File: src/rtl/spi_mem_slave_if.sv
// spi_mem_slave_if: SPI pins and SRAM client-port signals of the SPI memory front end
interface spi_mem_slave_if;
  logic        spi_sck;
  logic        spi_cs_n;
  logic        spi_mosi;
  logic        spi_miso;
  logic        spi_miso_oe;
  logic        mem_begin_rd;
  logic        mem_begin_wr;
  logic        mem_finish;
  logic [19:0] mem_addr;
  logic [7:0]  mem_data_wr;
  logic [7:0]  mem_data_rd;
  modport slave (
    input  spi_sck, spi_cs_n, spi_mosi, mem_finish, mem_data_rd,
    output spi_miso, spi_miso_oe, mem_begin_rd, mem_begin_wr, mem_addr, mem_data_wr
  );
  modport master (
    output spi_sck, spi_cs_n, spi_mosi, mem_finish, mem_data_rd,
    input  spi_miso, spi_miso_oe, mem_begin_rd, mem_begin_wr, mem_addr, mem_data_wr
  );
endinterface

File: src/rtl/spi_mem_slave.sv
// spi_mem_slave: oversampled SPI mode-0 flash-style command decoder driving byte SRAM requests
module spi_mem_slave #(
  parameter logic [23:0] JEDEC_ID    = 24'h202015,
  parameter int          SYNC_STAGES = 2
) (
  input logic             clk,
  input logic             reset,
  spi_mem_slave_if.slave  bus
);
  typedef enum logic [2:0] {S_CMD, S_ADDR, S_DUMMY, S_READ, S_WRITE, S_STATUS, S_ID, S_IGNORE} state_t;
  logic [SYNC_STAGES-1:0] sck_sync_q, cs_sync_q, mosi_sync_q;
  state_t      state_q, state_d;
  logic [2:0]  bit_q, bit_d;
  logic [1:0]  cnt_q, cnt_d, id_q, id_d;
  logic [7:0]  rx_q, rx_d, tx_q, tx_d, pre_q, pre_d, data_wr_q, data_wr_d;
  logic [23:0] addr_q, addr_d;
  logic [19:0] mem_addr_q, mem_addr_d;
  logic sck_prev_q, sck_prev_d, armed_q, armed_d, done_q, done_d, wel_q, wel_d;
  logic fast_q, fast_d, wr_cmd_q, wr_cmd_d, rd_pend_q, rd_pend_d, req_q, req_d;
  logic begin_rd_q, begin_rd_d, begin_wr_q, begin_wr_d, oe_q, oe_d;
  logic sck_s, cs_s, mosi_s, rise, fall, active;
  logic [7:0] rx_byte;
  assign sck_s  = sck_sync_q[SYNC_STAGES-1];
  assign cs_s   = cs_sync_q[SYNC_STAGES-1];
  assign mosi_s = mosi_sync_q[SYNC_STAGES-1];
  assign rise   = sck_s & ~sck_prev_q;
  assign fall   = ~sck_s & sck_prev_q;
  assign active = armed_q & ~cs_s;
  assign bus.spi_miso     = tx_q[7];
  assign bus.spi_miso_oe  = oe_q;
  assign bus.mem_begin_rd = begin_rd_q;
  assign bus.mem_begin_wr = begin_wr_q;
  assign bus.mem_addr     = mem_addr_q;
  assign bus.mem_data_wr  = data_wr_q;
  // Synchronize the asynchronous SPI pins; CS resets low so a reset mid-transaction needs a fresh CS high to re-arm
  always_ff @(posedge clk) begin
    if (reset) begin
      sck_sync_q  <= '0;
      cs_sync_q   <= '0;
      mosi_sync_q <= '0;
    end else begin
      sck_sync_q  <= {sck_sync_q[SYNC_STAGES-2:0], bus.spi_sck};
      cs_sync_q   <= {cs_sync_q[SYNC_STAGES-2:0], bus.spi_cs_n};
      mosi_sync_q <= {mosi_sync_q[SYNC_STAGES-2:0], bus.spi_mosi};
    end
  end
  // Command decode, shifting, and memory request generation
  always_comb begin
    state_d = state_q; bit_d = bit_q; cnt_d = cnt_q; id_d = id_q;
    rx_d = rx_q; tx_d = tx_q; pre_d = pre_q; data_wr_d = data_wr_q;
    addr_d = addr_q; mem_addr_d = mem_addr_q; done_d = done_q; wel_d = wel_q;
    fast_d = fast_q; wr_cmd_d = wr_cmd_q; rd_pend_d = rd_pend_q; req_d = req_q;
    begin_rd_d = 1'b0; begin_wr_d = 1'b0;
    rx_byte = {rx_q[6:0], mosi_s};
    sck_prev_d = sck_s;
    armed_d = armed_q | cs_s;
    oe_d = active;
    if (!active) begin
      state_d = S_CMD; bit_d = '0; cnt_d = '0; done_d = 1'b0; tx_d = '0;
      rd_pend_d = 1'b0; req_d = 1'b0; wr_cmd_d = 1'b0;
      wel_d = wr_cmd_q ? 1'b0 : wel_q;
    end else begin
      if (bus.mem_finish && rd_pend_q) begin
        pre_d = bus.mem_data_rd;
        rd_pend_d = 1'b0;
      end
      if (req_q) begin
        begin_rd_d = 1'b1; mem_addr_d = addr_q[19:0]; rd_pend_d = 1'b1; req_d = 1'b0;
      end
      if (rise) begin
        rx_d = rx_byte;
        bit_d = bit_q + 3'd1;
        if (bit_q == 3'd7) begin
          done_d = 1'b1;
          case (state_q)
            S_CMD: begin
              fast_d = 1'b0; id_d = '0; cnt_d = '0;
              case (rx_byte)
                8'h03: state_d = S_ADDR;
                8'h0B: begin state_d = S_ADDR; fast_d = 1'b1; end
                8'h02: begin state_d = S_ADDR; wr_cmd_d = 1'b1; end
                8'h05: state_d = S_STATUS;
                8'h9F: state_d = S_ID;
                8'h06: begin state_d = S_IGNORE; wel_d = 1'b1; end
                8'h04: begin state_d = S_IGNORE; wel_d = 1'b0; end
                default: state_d = S_IGNORE;
              endcase
            end
            S_ADDR: begin
              addr_d = {addr_q[15:0], rx_byte};
              cnt_d = cnt_q + 2'd1;
              if (cnt_q == 2'd2) begin
                state_d = wr_cmd_q ? S_WRITE : fast_q ? S_DUMMY : S_READ;
                req_d = !wr_cmd_q && !fast_q;
              end
            end
            S_DUMMY: begin state_d = S_READ; req_d = 1'b1; end
            S_WRITE: if (wel_q) begin
              data_wr_d = rx_byte; begin_wr_d = 1'b1; mem_addr_d = addr_q[19:0];
              addr_d = {addr_q[23:20], addr_q[19:0] + 20'd1};
            end
            default: ;
          endcase
        end
      end
      if (fall) begin
        tx_d = {tx_q[6:0], 1'b0};
        if (done_q) begin
          done_d = 1'b0;
          tx_d = state_q == S_READ ? pre_q :
                 state_q == S_STATUS ? {6'b0, wel_q, 1'b0} :
                 state_q == S_ID ? (id_q == 2'd0 ? JEDEC_ID[23:16] : id_q == 2'd1 ? JEDEC_ID[15:8] :
                                    id_q == 2'd2 ? JEDEC_ID[7:0] : 8'h00) : 8'h00;
          id_d = (state_q == S_ID && id_q != 2'd3) ? id_q + 2'd1 : id_q;
          if (state_q == S_READ) begin
            addr_d = {addr_q[23:20], addr_q[19:0] + 20'd1};
            req_d = 1'b1;
          end
        end
      end
    end
  end
  // State and output registers
  always_ff @(posedge clk) begin
    if (reset) begin
      state_q <= S_CMD; bit_q <= '0; cnt_q <= '0; id_q <= '0;
      rx_q <= '0; tx_q <= '0; pre_q <= '0; data_wr_q <= '0;
      addr_q <= '0; mem_addr_q <= '0; sck_prev_q <= 1'b0; armed_q <= 1'b0;
      done_q <= 1'b0; wel_q <= 1'b0; fast_q <= 1'b0; wr_cmd_q <= 1'b0;
      rd_pend_q <= 1'b0; req_q <= 1'b0; begin_rd_q <= 1'b0; begin_wr_q <= 1'b0; oe_q <= 1'b0;
    end else begin
      state_q <= state_d; bit_q <= bit_d; cnt_q <= cnt_d; id_q <= id_d;
      rx_q <= rx_d; tx_q <= tx_d; pre_q <= pre_d; data_wr_q <= data_wr_d;
      addr_q <= addr_d; mem_addr_q <= mem_addr_d; sck_prev_q <= sck_prev_d; armed_q <= armed_d;
      done_q <= done_d; wel_q <= wel_d; fast_q <= fast_d; wr_cmd_q <= wr_cmd_d;
      rd_pend_q <= rd_pend_d; req_q <= req_d; begin_rd_q <= begin_rd_d; begin_wr_q <= begin_wr_d; oe_q <= oe_d;
    end
  end
endmodule

File: src/flat_wrapper.sv
// flat-port wrapper written by rule: the top's interface ports become plain ports
module spi_mem_slave_flat 
#(
  parameter logic [23:0] JEDEC_ID    = 24'h202015,
  parameter int          SYNC_STAGES = 2
)
  (clk, reset, bus_spi_sck, bus_spi_cs_n, bus_spi_mosi, bus_mem_finish, bus_mem_data_rd, bus_spi_miso, bus_spi_miso_oe, bus_mem_begin_rd, bus_mem_begin_wr, bus_mem_addr, bus_mem_data_wr);
  spi_mem_slave_if bus_i ();
  input logic clk;
  input logic reset;
  input wire logic [$bits(bus_i.spi_sck)-1:0] bus_spi_sck;
  input wire logic [$bits(bus_i.spi_cs_n)-1:0] bus_spi_cs_n;
  input wire logic [$bits(bus_i.spi_mosi)-1:0] bus_spi_mosi;
  input wire logic [$bits(bus_i.mem_finish)-1:0] bus_mem_finish;
  input wire logic [$bits(bus_i.mem_data_rd)-1:0] bus_mem_data_rd;
  output wire logic [$bits(bus_i.spi_miso)-1:0] bus_spi_miso;
  output wire logic [$bits(bus_i.spi_miso_oe)-1:0] bus_spi_miso_oe;
  output wire logic [$bits(bus_i.mem_begin_rd)-1:0] bus_mem_begin_rd;
  output wire logic [$bits(bus_i.mem_begin_wr)-1:0] bus_mem_begin_wr;
  output wire logic [$bits(bus_i.mem_addr)-1:0] bus_mem_addr;
  output wire logic [$bits(bus_i.mem_data_wr)-1:0] bus_mem_data_wr;
  assign bus_i.spi_sck = bus_spi_sck;
  assign bus_i.spi_cs_n = bus_spi_cs_n;
  assign bus_i.spi_mosi = bus_spi_mosi;
  assign bus_i.mem_finish = bus_mem_finish;
  assign bus_i.mem_data_rd = bus_mem_data_rd;
  assign bus_spi_miso = bus_i.spi_miso;
  assign bus_spi_miso_oe = bus_i.spi_miso_oe;
  assign bus_mem_begin_rd = bus_i.mem_begin_rd;
  assign bus_mem_begin_wr = bus_i.mem_begin_wr;
  assign bus_mem_addr = bus_i.mem_addr;
  assign bus_mem_data_wr = bus_i.mem_data_wr;
  spi_mem_slave #(.JEDEC_ID(JEDEC_ID), .SYNC_STAGES(SYNC_STAGES)) u_core (.clk(clk), .reset(reset), .bus(bus_i));
endmodule
File: config.mk
export PLATFORM = sky130hd
export DESIGN_NAME = spi_mem_slave_flat
export DESIGN_NICKNAME = d
export VERILOG_FILES = /design/src/rtl/spi_mem_slave_if.sv /design/src/rtl/spi_mem_slave.sv /design/src/flat_wrapper.sv
export SDC_FILE = /design/constraint.sdc
export NUM_CORES = 1
export LEC_CHECK = 0
export ABC_AREA = 0
export BUFFER_PORTS_ARGS = -buffer_cell sky130_fd_sc_hd__buf_2
export CORE_MARGIN = 2
export CORE_UTILIZATION = 63
export CTS_CLUSTER_DIAMETER = 40
export DETAILED_ROUTE_END_ITERATION = 6
export PLACE_DENSITY_LB_ADDON = 0.1
export REMOVE_ABC_BUFFERS = 1
export SLEW_MARGIN = 0
export SYNTH_ARGS = -nofsm -noshare
export SYNTH_HDL_FRONTEND = slang
export SYNTH_SLANG_ARGS = --single-unit
export TNS_END_PERCENT = 100
File: constraint.sdc
create_clock -name clk -period 3.1 [get_ports clk]
set_input_delay 0.465 -clock clk [delete_from_list [all_inputs] [get_ports clk]]
set_output_delay 0.465 -clock clk [all_outputs]
set_load 0.01 [all_outputs]
# Yosys cells after proc, flatten, opt, wreduce, memory -nomap -nowiden

Cells that the tools add are included.

Shift operators: 0
Eq/ne operators: 25
Bitwise logic cells: 11
Add/sub/neg operators: 4
Div/mod/pow operators: 0
Order comparisons: 0
Muxes and demuxes: 53
Multipliers: 0
Reductions and logical operators: 24

Operators with widths:

| cell                  | number |
|---|---|
| $mux 20               | 6 |
| $mux 24               | 5 |
| $mux 8                | 6 |
| $pmux 24 s2           | 1 |
| $eq 8x3->1 const B    | 3 |
| $mux 1                | 21 |
| $add 20x1->20 const B | 1 |
| $pmux 3 s3            | 2 |
| $eq 8x2->1 const B    | 2 |
| $eq 3x3->1 const B    | 4 |
| $mux 2                | 6 |
| $reduce_and 4->1      | 3 |
| $reduce_and 5->1      | 2 |
| $ne 3x3->1 const B    | 3 |
| $eq 8x4->1 const B    | 1 |
| $eq 8x8->1 const B    | 1 |
| $reduce_and 2->1      | 4 |
| $not 1->1             | 7 |
| $eq 3x2->1 const B    | 2 |
| $mux 3                | 2 |
| $ne 2x2->1 const B    | 3 |
| $reduce_bool 2->1     | 3 |
| $mux 5                | 1 |
| $reduce_or 5->1       | 1 |
| 18 further kinds      | 27 |

Memories kept: 0
Memory bits (writable): 0
Bits in read-only memories: 0
Logic and storage cells: 142
Bits in latches: 0
Output and inout bits: 32
Input bits: 14
Bits in registers: 102

# Logic depth before layout (Yosys ltp)

Gate-level depths: netlist of the first run.

Depth in word-level cells: 9
Depth in mapped cells: 8
Gate-level depth less buffers: 7

# Worst setup path after synthesis of the first run

No wires, ideal clock.

Kind: reg2reg
Start point: register u_core.addr_q[5]
End point: register u_core.addr_q[19]
Library setup time: 0.103 ns
Period minus slack after synthesis: 2.132 ns
Data required time: 2.997 ns
Setup slack: 0.968 ns
Stages on the path, launching flop included: 8
Buffers on the path: 2
Data arrival time: 2.028 ns
Path through: dfxtp_1 -> buf_2 -> nand3_4 -> or4_1 -> buf_2 -> or3_1 -> a21o_1 -> a2111oi_2

Word-level cells in the longest chain between the ends: 8

RTL lines:

| what                     | line                                       | RTL |
|---|---|---|
| start: declaration       | spi_mem_slave.sv:16                        | `logic [23:0] addr_q, addr_d;` |
| start signal: assignment | spi_mem_slave.sv:134                       | `addr_q <= addr_d; mem_addr_q <= mem_addr_d; sck_prev_q <= sck_prev_d; armed_q <= armed_d;` |
| $add 20x1->20 *          | spi_mem_slave.sv:100, spi_mem_slave.sv:116 |  |
| $mux 20                  | spi_mem_slave.sv:98                        | `S_WRITE: if (wel_q) begin` |
| $pmux 24 s2              | spi_mem_slave.sv:75                        | `case (state_q)` |
| $mux 24                  | spi_mem_slave.sv:73                        | `if (bit_q == 3'd7) begin` |
| $mux 24                  | spi_mem_slave.sv:70                        | `if (rise) begin` |
| $mux 24                  | spi_mem_slave.sv:115                       | `if (state_q == S_READ) begin` |
| $mux 24                  | spi_mem_slave.sv:108                       | `if (done_q) begin` |
| $mux 24 *                | spi_mem_slave.sv:106                       | `if (fall) begin` |

Every way passes the cells marked *; elsewhere a longest branch is shown, timed or not. The select of a mux whose other input is x is not followed.
A chain may end at the register's enable or synchronous reset.

# Worst setup path in the final report of the first run

Start point: register u_core.addr_q[4]
End point: register u_core.addr_q[19]

Same word-level chain as after synthesis.

==> results of run 1 <==
[per-stage QoR]
| step | instance area [µm²] | hold WS, ps | power, mW | utilization (%) | setup WS (ps) |
|---|---|---|---|---|---|
| after floorplan | 4410 | 414 | 1.32 | - | 38.3 |
| after global routing | 5010 | 312 | 2.22 | 69.9 | 577 |
| final | 5010 | 298 | 2.15 | 69.9 | 674 |
| after global placement | 4820 | 416 | 1.36 | 67.2 | 777 |
| after CTS | 5010 | 291 | 2.16 | 69.9 | 700 |
| after detailed placement | 4820 | 429 | 1.36 | 67.2 | 740 |
[Yosys cell counts (3+ instances only)]
cell	number	share of area, %
or3_1	3	0.41
nor3_1	11	1.2
nor3b_1	5	0.82
and3_1	4	0.54
a32oi_1	3	0.57
inv_1	12	0.98
o2bb2ai_1	3	0.57
o22ai_1	4	0.54
buf_6	3	0.73
buf_4	4	0.65
o21ai_0	24	2.6
a22o_1	4	0.76
or4_2	3	0.57
mux2i_1	33	7.2
nor4_1	8	1.1
dfxtp_1	98	43
nand2_1	45	3.7
a221oi_1	9	1.7
and2_1	4	0.54
nand4_1	7	0.95
nor2_1	60	4.9
o211ai_1	4	0.65
nand3_1	18	2.0
a22oi_1	8	1.3
nor2b_1	14	1.9
o21a_1	3	0.49
nand2b_1	9	1.2
a21oi_1	48	5.2
nand3b_1	4	0.65
ha_1	8	2.2
clkbuf_1	28	2.3
buf_1	4	0.33
o32ai_1	4	0.76
[power by group]
part	switching, mW	total, mW	leakage [nW]	internal, mW
clock	0.445	0.820	0.0889	0.374
combinational	0.0403	0.0596	0.858	0.0192
sequential	0.00746	1.27	0.791	1.26
[flip-flops by register name (all words and copies together), names as in the netlist, 2 cells and up]
signal / cells
u_core.addr_q: 20
u_core.bus.mem_addr: 20
u_core.bus.mem_data_wr: 8
u_core.pre_q: 8
u_core.tx_q: 8
u_core.rx_q: 7
u_core.bit_q: 3
u_core.state_q: 3
u_core.cnt_q: 2
u_core.cs_sync_q: 2
u_core.id_q: 2
u_core.mosi_sync_q: 2
u_core.sck_sync_q: 2
[metal layers]
layer  track usage [%]  share of wire [%]
met5                 0                  0
met4              11.0                1.9
met3              4.25                6.5
met2              44.3                 46
met1              37.2                 46
[worst max-delay path: stages, from the launching register on]
cell and delay (ps):
dfxtp_1 580, nand3_4 140, or4_1 680, or3_1 400, a21o_1 190, a2111oi_2 330
[kinds of logic (layout without fill, tap and decap cells)]
group | Yosys count | after routing | share of synthesized area [%]
simple gates | 211 | 211 | 23.8
compound gates | 131 | 131 | 18.4
flops | 98 | 98 | 42.6
buf+inv | 53 | 81 | 5.19
mux | 34 | 34 | 7.42
fa+ha+maj | 8 | 8 | 2.18
xor+xnor | 2 | 2 | 0.381
[worst paths after layout]
| kind | depth (start not counted) | slack, ps | startpoint | to |
|---|---|---|---|---|
| setup / recovery | 5 | 670 | u_core.addr_q[4] | u_core.addr_q[19] |
| hold / removal | 2 | 300 | bus_spi_cs_n | u_core.cs_sync_q[0] |
| setup reg to reg | 5 | 670 | u_core.addr_q[4] | u_core.addr_q[19] |
| hold reg to reg | 1 | 450 | u_core.sck_sync_q[0] | u_core.sck_sync_q[1] |
[area by class of cell]
class / instances / area, µm²
Inverter: 12 / 45.0
Fill cell: 593 / 2160
Sequential cell: 98 / 1960
Multi-Input combinational cell: 386 / 2400
Timing Repair Buffer: 53 / 285
Clock buffer: 10 / 128
Clock inverter: 6 / 66.3
Tap cell: 99 / 124
==> impl_metrics.yaml, run 1 <==
status:
  run_status: "finished, final reports clean"
setup_path:
  crit_path_end_kind: "register"
  crit_fanout: 10
  timing.critical_path.from_type: "register"
  cp.arrival_ps: 2690
  required_time_reported_for_the_critical_path_endpoint_ps: 3370
  setup.worst_path.class: "reg -> reg"
power_and_ir_drop:
  cellPowerDensity_nw_per_um2: 429
  irDropWorstVdd_mv: 0.283
  power.leakage_nw: 1.74
clocking:
  cts_root_buf: "clkbuf_8"
  clock_sinks: 98
  cts.htree.levels: 3
  cts_tree: "yes"
  cts_repair_resize_count: 0
  tritoncts.num_buffers: 9
  worst_setup_hold_path_clk_slew_ps: 90
  insertion_delay_ps: 370
  clock_tree.buffer_depth: 2
  post-cts-setup-buffer-count: 0
  ctsHoldBuffers: 0
drt:
  drt.antenna.violating_nets: 0
  routed_wl_mm: 10.7
  detail_route.wl_per_cell_um: 16.1
  num_vias: 4094
  routed_via_density: 6.17
  drt_pre_antenna_iters: 5
  drtIter0Drc: 326
  detail_route.drc_violations: 0
die:
  die-area_um2: 8000
  die_height_um: 89.5
  pin_count: 46
  placeable_core_region_um2: 7180
  die_x_um: 89.5
  start_util_pct: 64.1
  placementRows: 31
run:
  max_cap_viol_count: 0
place:
  routabilityCongestion: 0.897
  detailed_place_hpwl_mm: 7.14
  port-buffer-count: 45
  place.detailed.instances: 648
timing:
  fmax_mhz: 412
  maxSlewHeadroom_pct: 37.7
  setup_repair_after_global_routing_missed_its_margin: "false"
  final_max_slew_viol_count: 0
  final_min_period_over_clock_period_pct: 78.3
  timing_worst_slew_pin_value_ps: 935
  timing.final.setup_violations: 0
  finalHoldViolations: 0
  fin_setup_tns_ps: 0
  clock-skew-final_ps: 15.3
  period_needed_ps: 2430
yosys:
  yosysWarnings: 0
  synth_cells: 537
  asyncSetResetFlopFracSynth_pct: 0
  synth-seq-area-share_pct: 42.6
  mappedNetlistArea_um2: 4600
  synthesis.area_per_instance_um2: 8.57
  synth_ff_type: "dfxtp_1"
  postSynthRegisterBits: 98
  synth_enable_flop_cells: 0
  netlist-cell-type-count: 61
finish:
  final_nets: 582
  area.growth.synth_to_final_pct: 8.97
  diodes: 0
  finish.cell_count_without_fillers: 664
  layout.cells.most_common: "dfxtp_1"
  drive_above_1_share_pct: 14.5
  final_cell_mix: "dfxtp_1, nor2_1, a21oi_1, nand2_1, buf_2"
worst_hold_path:
  timing.hold.worst.class: "in -> reg"
global_route:
  grt_start_max_net_pins: 74
  global_route.usage.total_pct: 27.6
  grt_overflow_total: 0
  number_of_global_route_vias_before_repair: 3578
  grt_pass1_wl_mm: 17.2
  number_of_antenna_violations_at_the_first_check_in_global_routing: 0
No activity file was read; power rests on OpenSTA's default activity.
==> run 2, diff against run 1 <==
--- a/config.mk
+++ b/config.mk
@@ -5,10 +5,10 @@
 export SDC_FILE = /design/constraint.sdc
 export NUM_CORES = 1
 export LEC_CHECK = 0
-export ABC_AREA = 0
+export ABC_AREA = 1
 export BUFFER_PORTS_ARGS = -buffer_cell sky130_fd_sc_hd__buf_2
 export CORE_MARGIN = 2
-export CORE_UTILIZATION = 63
+export CORE_UTILIZATION = 60
 export CTS_CLUSTER_DIAMETER = 40
 export DETAILED_ROUTE_END_ITERATION = 6
 export PLACE_DENSITY_LB_ADDON = 0.1
==> constraint.sdc (replaced) <==
create_clock -name clk -period 2.4 [get_ports clk]
set_input_delay 0.36 -clock clk [delete_from_list [all_inputs] [get_ports clk]]
set_output_delay 0.36 -clock clk [all_outputs]
set_load 0.01 [all_outputs]
==> impl_metrics.yaml, run 2 <==
finish:
  area.growth.synth_to_final_pct: 7.67
  drive_above_1_share_pct: 14.1
  postLayoutCoreUtil_pct: 66.6
  layout.cells.most_common: "nand2_1"
  final_nets: 783
  multi_input_area_um2: 2550
  diodes: 0
  regArea_um2: 1960
  finish.cell_count_without_fillers: 871
  n_fill_cell: 762
  final_cell_mix: "nand2_1, nor2_1, dfxtp_1, inv_1, a21oi_1"
yosys:
  synth_top_cells_by_area: "dfxtp_1, nand2_1, nor2_1"
  asyncSetResetFlopFracSynth_pct: 0
  synth_top_area_share_pct: 38.8
  synth_area_leader_cell: "dfxtp_1"
  synth_enable_flop_cells: 0
  postSynthRegisterBits: 98
  synthesis.area_per_instance_um2: 6.95
  synth_cells: 727
  yosysWarnings: 0
  yosys.cell_count.top_type: "nand2_1"
  synth_ff_type: "dfxtp_1"
  ranking_of_synthesized_cells_by_instance_count: "nand2_1, nor2_1, dfxtp_1"
  mappedNetlistArea_um2: 5060
  netlist-cell-type-count: 39
  synth-seq-area-share_pct: 38.8
clocking:
  cts_root_buf: "clkbuf_8"
  clock_sinks: 98
  post-cts-setup-buffer-count: 0
  cts.htree.levels: 3
  cts_repair_resize_count: 0
  ctsHoldBuffers: 0
  worst_setup_hold_path_clk_slew_ps: 100
  cts_tree: "yes"
  tritoncts.num_buffers: 9
  clock_tree.buffer_depth: 2
  insertion_delay_ps: 370
worst_hold_path:
  timing.hold.worst.class: "in -> reg"
  min_delay_path_depth: 3
  hold_path.startpoint: "bus_spi_cs_n"
setup_path:
  crit_fanout: 19
  timing.reg2reg.worst_path_depth: 11
  required_time_reported_for_the_critical_path_endpoint_ps: 2700
  critical_path_origin: "u_core.bit_q[0]"
  cp.arrival_ps: 2450
  setup.worst_path.class: "reg -> reg"
  timing.critical_path.from_type: "register"
  crit_path_end_kind: "register"
  timing.rr.start: "u_core.bit_q[0]"
power_and_ir_drop:
  power.leakage_nw: 2.29
  pwr-share-seq_pct: 59.1
  netSwitchingPower_uw: 767
  clock_power_share_pct: 34.9
  cellPowerDensity_nw_per_um2: 526
  pwr-share-comb_pct: 6.0
  irDropWorstVdd_mv: 0.371
  p_int_mw: 2.10
  power.switching_fraction_pct: 26.8
place:
  detailed_place_hpwl_mm: 8.49
  port-buffer-count: 45
  place.detailed.instances: 854
  routabilityCongestion: 0.939
  place_ws_ps: 181
global_route:
  grt_pass1_wl_mm: 20.1
  number_of_global_route_vias_before_repair: 4387
  grt_overflow_total: 0
  global_route.usage.total_pct: 28.0
  number_of_antenna_violations_at_the_first_check_in_global_routing: 0
  grt_start_max_net_pins: 38
timing:
  clock-skew-final_ps: 11.2
  final_critical_path_setup_slack_ps: 252
  final.hold.worst_slack_ps: 189
  final_max_slew_viol_count: 0
  finalHoldViolations: 0
  timing_worst_slew_pin_value_ps: 996
  period_needed_ps: 2150
  fmax_mhz: 466
  fin_setup_tns_ps: 0
  timing.final.setup_violations: 0
  setup_repair_after_global_routing_missed_its_margin: "false"
  maxSlewHeadroom_pct: 33.6
  final_min_period_over_clock_period_pct: 89.5
drt:
  routed_wl_mm: 12.3
  detail_route.drc_violations: 0
  num_vias: 4849
  drt.antenna.violating_nets: 0
  routed_via_density: 5.57
  detail_route.wl_per_cell_um: 14.1
  drt_pre_antenna_iters: 5
  drtIter0Drc: 312
die:
  die-area_um2: 9180
  pin_count: 46
  die_x_um: 95.8
  placeable_core_region_um2: 8180
  placementRows: 33
  die_height_um: 95.8
  start_util_pct: 61.8
status:
  run_status: "finished, final reports clean"
run:
  max_cap_viol_count: 0
==> run 2: critical path: stages (launching register included) <==
cell      delay (ps)
dfxtp_1          340
ha_1             200
ha_1             310
nand3_4          170
clkinv_2         130
nand2_2          240
nand2_2          120
nand2_4          210
nand2_1           80
o21ai_0           80
nand2_1           70
a21boi_1         140
==> run 2: area by class of cell <==
class | count | share of cell area, %
Clock buffer | 10 | 2.34
Clock inverter | 6 | 0.873
Inverter | 89 | 6.16
Multi-Input combinational cell | 510 | 46.9
Sequential cell | 98 | 36.0
Tap cell | 105 | 2.41
Timing Repair Buffer | 53 | 5.24
==> run 2: cell families (layout without fill, tap and decap cells) <==
group,Yosys count,after routing,share of synthesized area (%)
AND/OR/NAND/NOR,348,348,30.1
adder cells (fa/ha/maj),8,8,1.98
AO/OA/AOI/OAI,149,150,17.6
flip-flops,98,98,38.8
buffers and inverters,120,158,10.8
XOR/XNOR,4,4,0.693
==> run 2: final timing paths <==
kind / endpoint / slack (ps)
worst max-delay path: u_core.addr_q[3] / 250
worst min-delay path: u_core.cs_sync_q[0] / 190
worst max register to register: u_core.addr_q[3] / 250
worst min register to register: u_core.mosi_sync_q[1] / 400
==> run 2: power groups by stage <==
stage | Combinational, mW | Sequential [mW] | Clock [mW]
finish | 0.172 | 1.69 | 1.00
global route | 0.195 | 1.70 | 1.08
CTS | 0.170 | 1.69 | 1.01
detailed placement | 0.169 | 1.73 | 0
global placement | 0.164 | 1.73 | 0
floorplan | 0.110 | 1.72 | 0
==> run 2: per-layer routing <==
layer | track usage (%) | vias up | share of wire (%)
met5 | 0 | - | 0
met4 | 11.4 | 0 | 2.0
met3 | 4.93 | 28 | 5.9
met2 | 46.8 | 181 | 49
met1 | 35.6 | 2221 | 43
li1 | - | 2419 | -
==> run 2: through the flow <==
step | power, mW | area (µm²)
2_1_floorplan | 1.83 | 4840
3_3_place_gp | 1.89 | 5260
3_5_place_dp | 1.90 | 5260
4_1_cts | 2.87 | 5440
5_1_grt | 2.97 | 5440
6_report | 2.87 | 5440
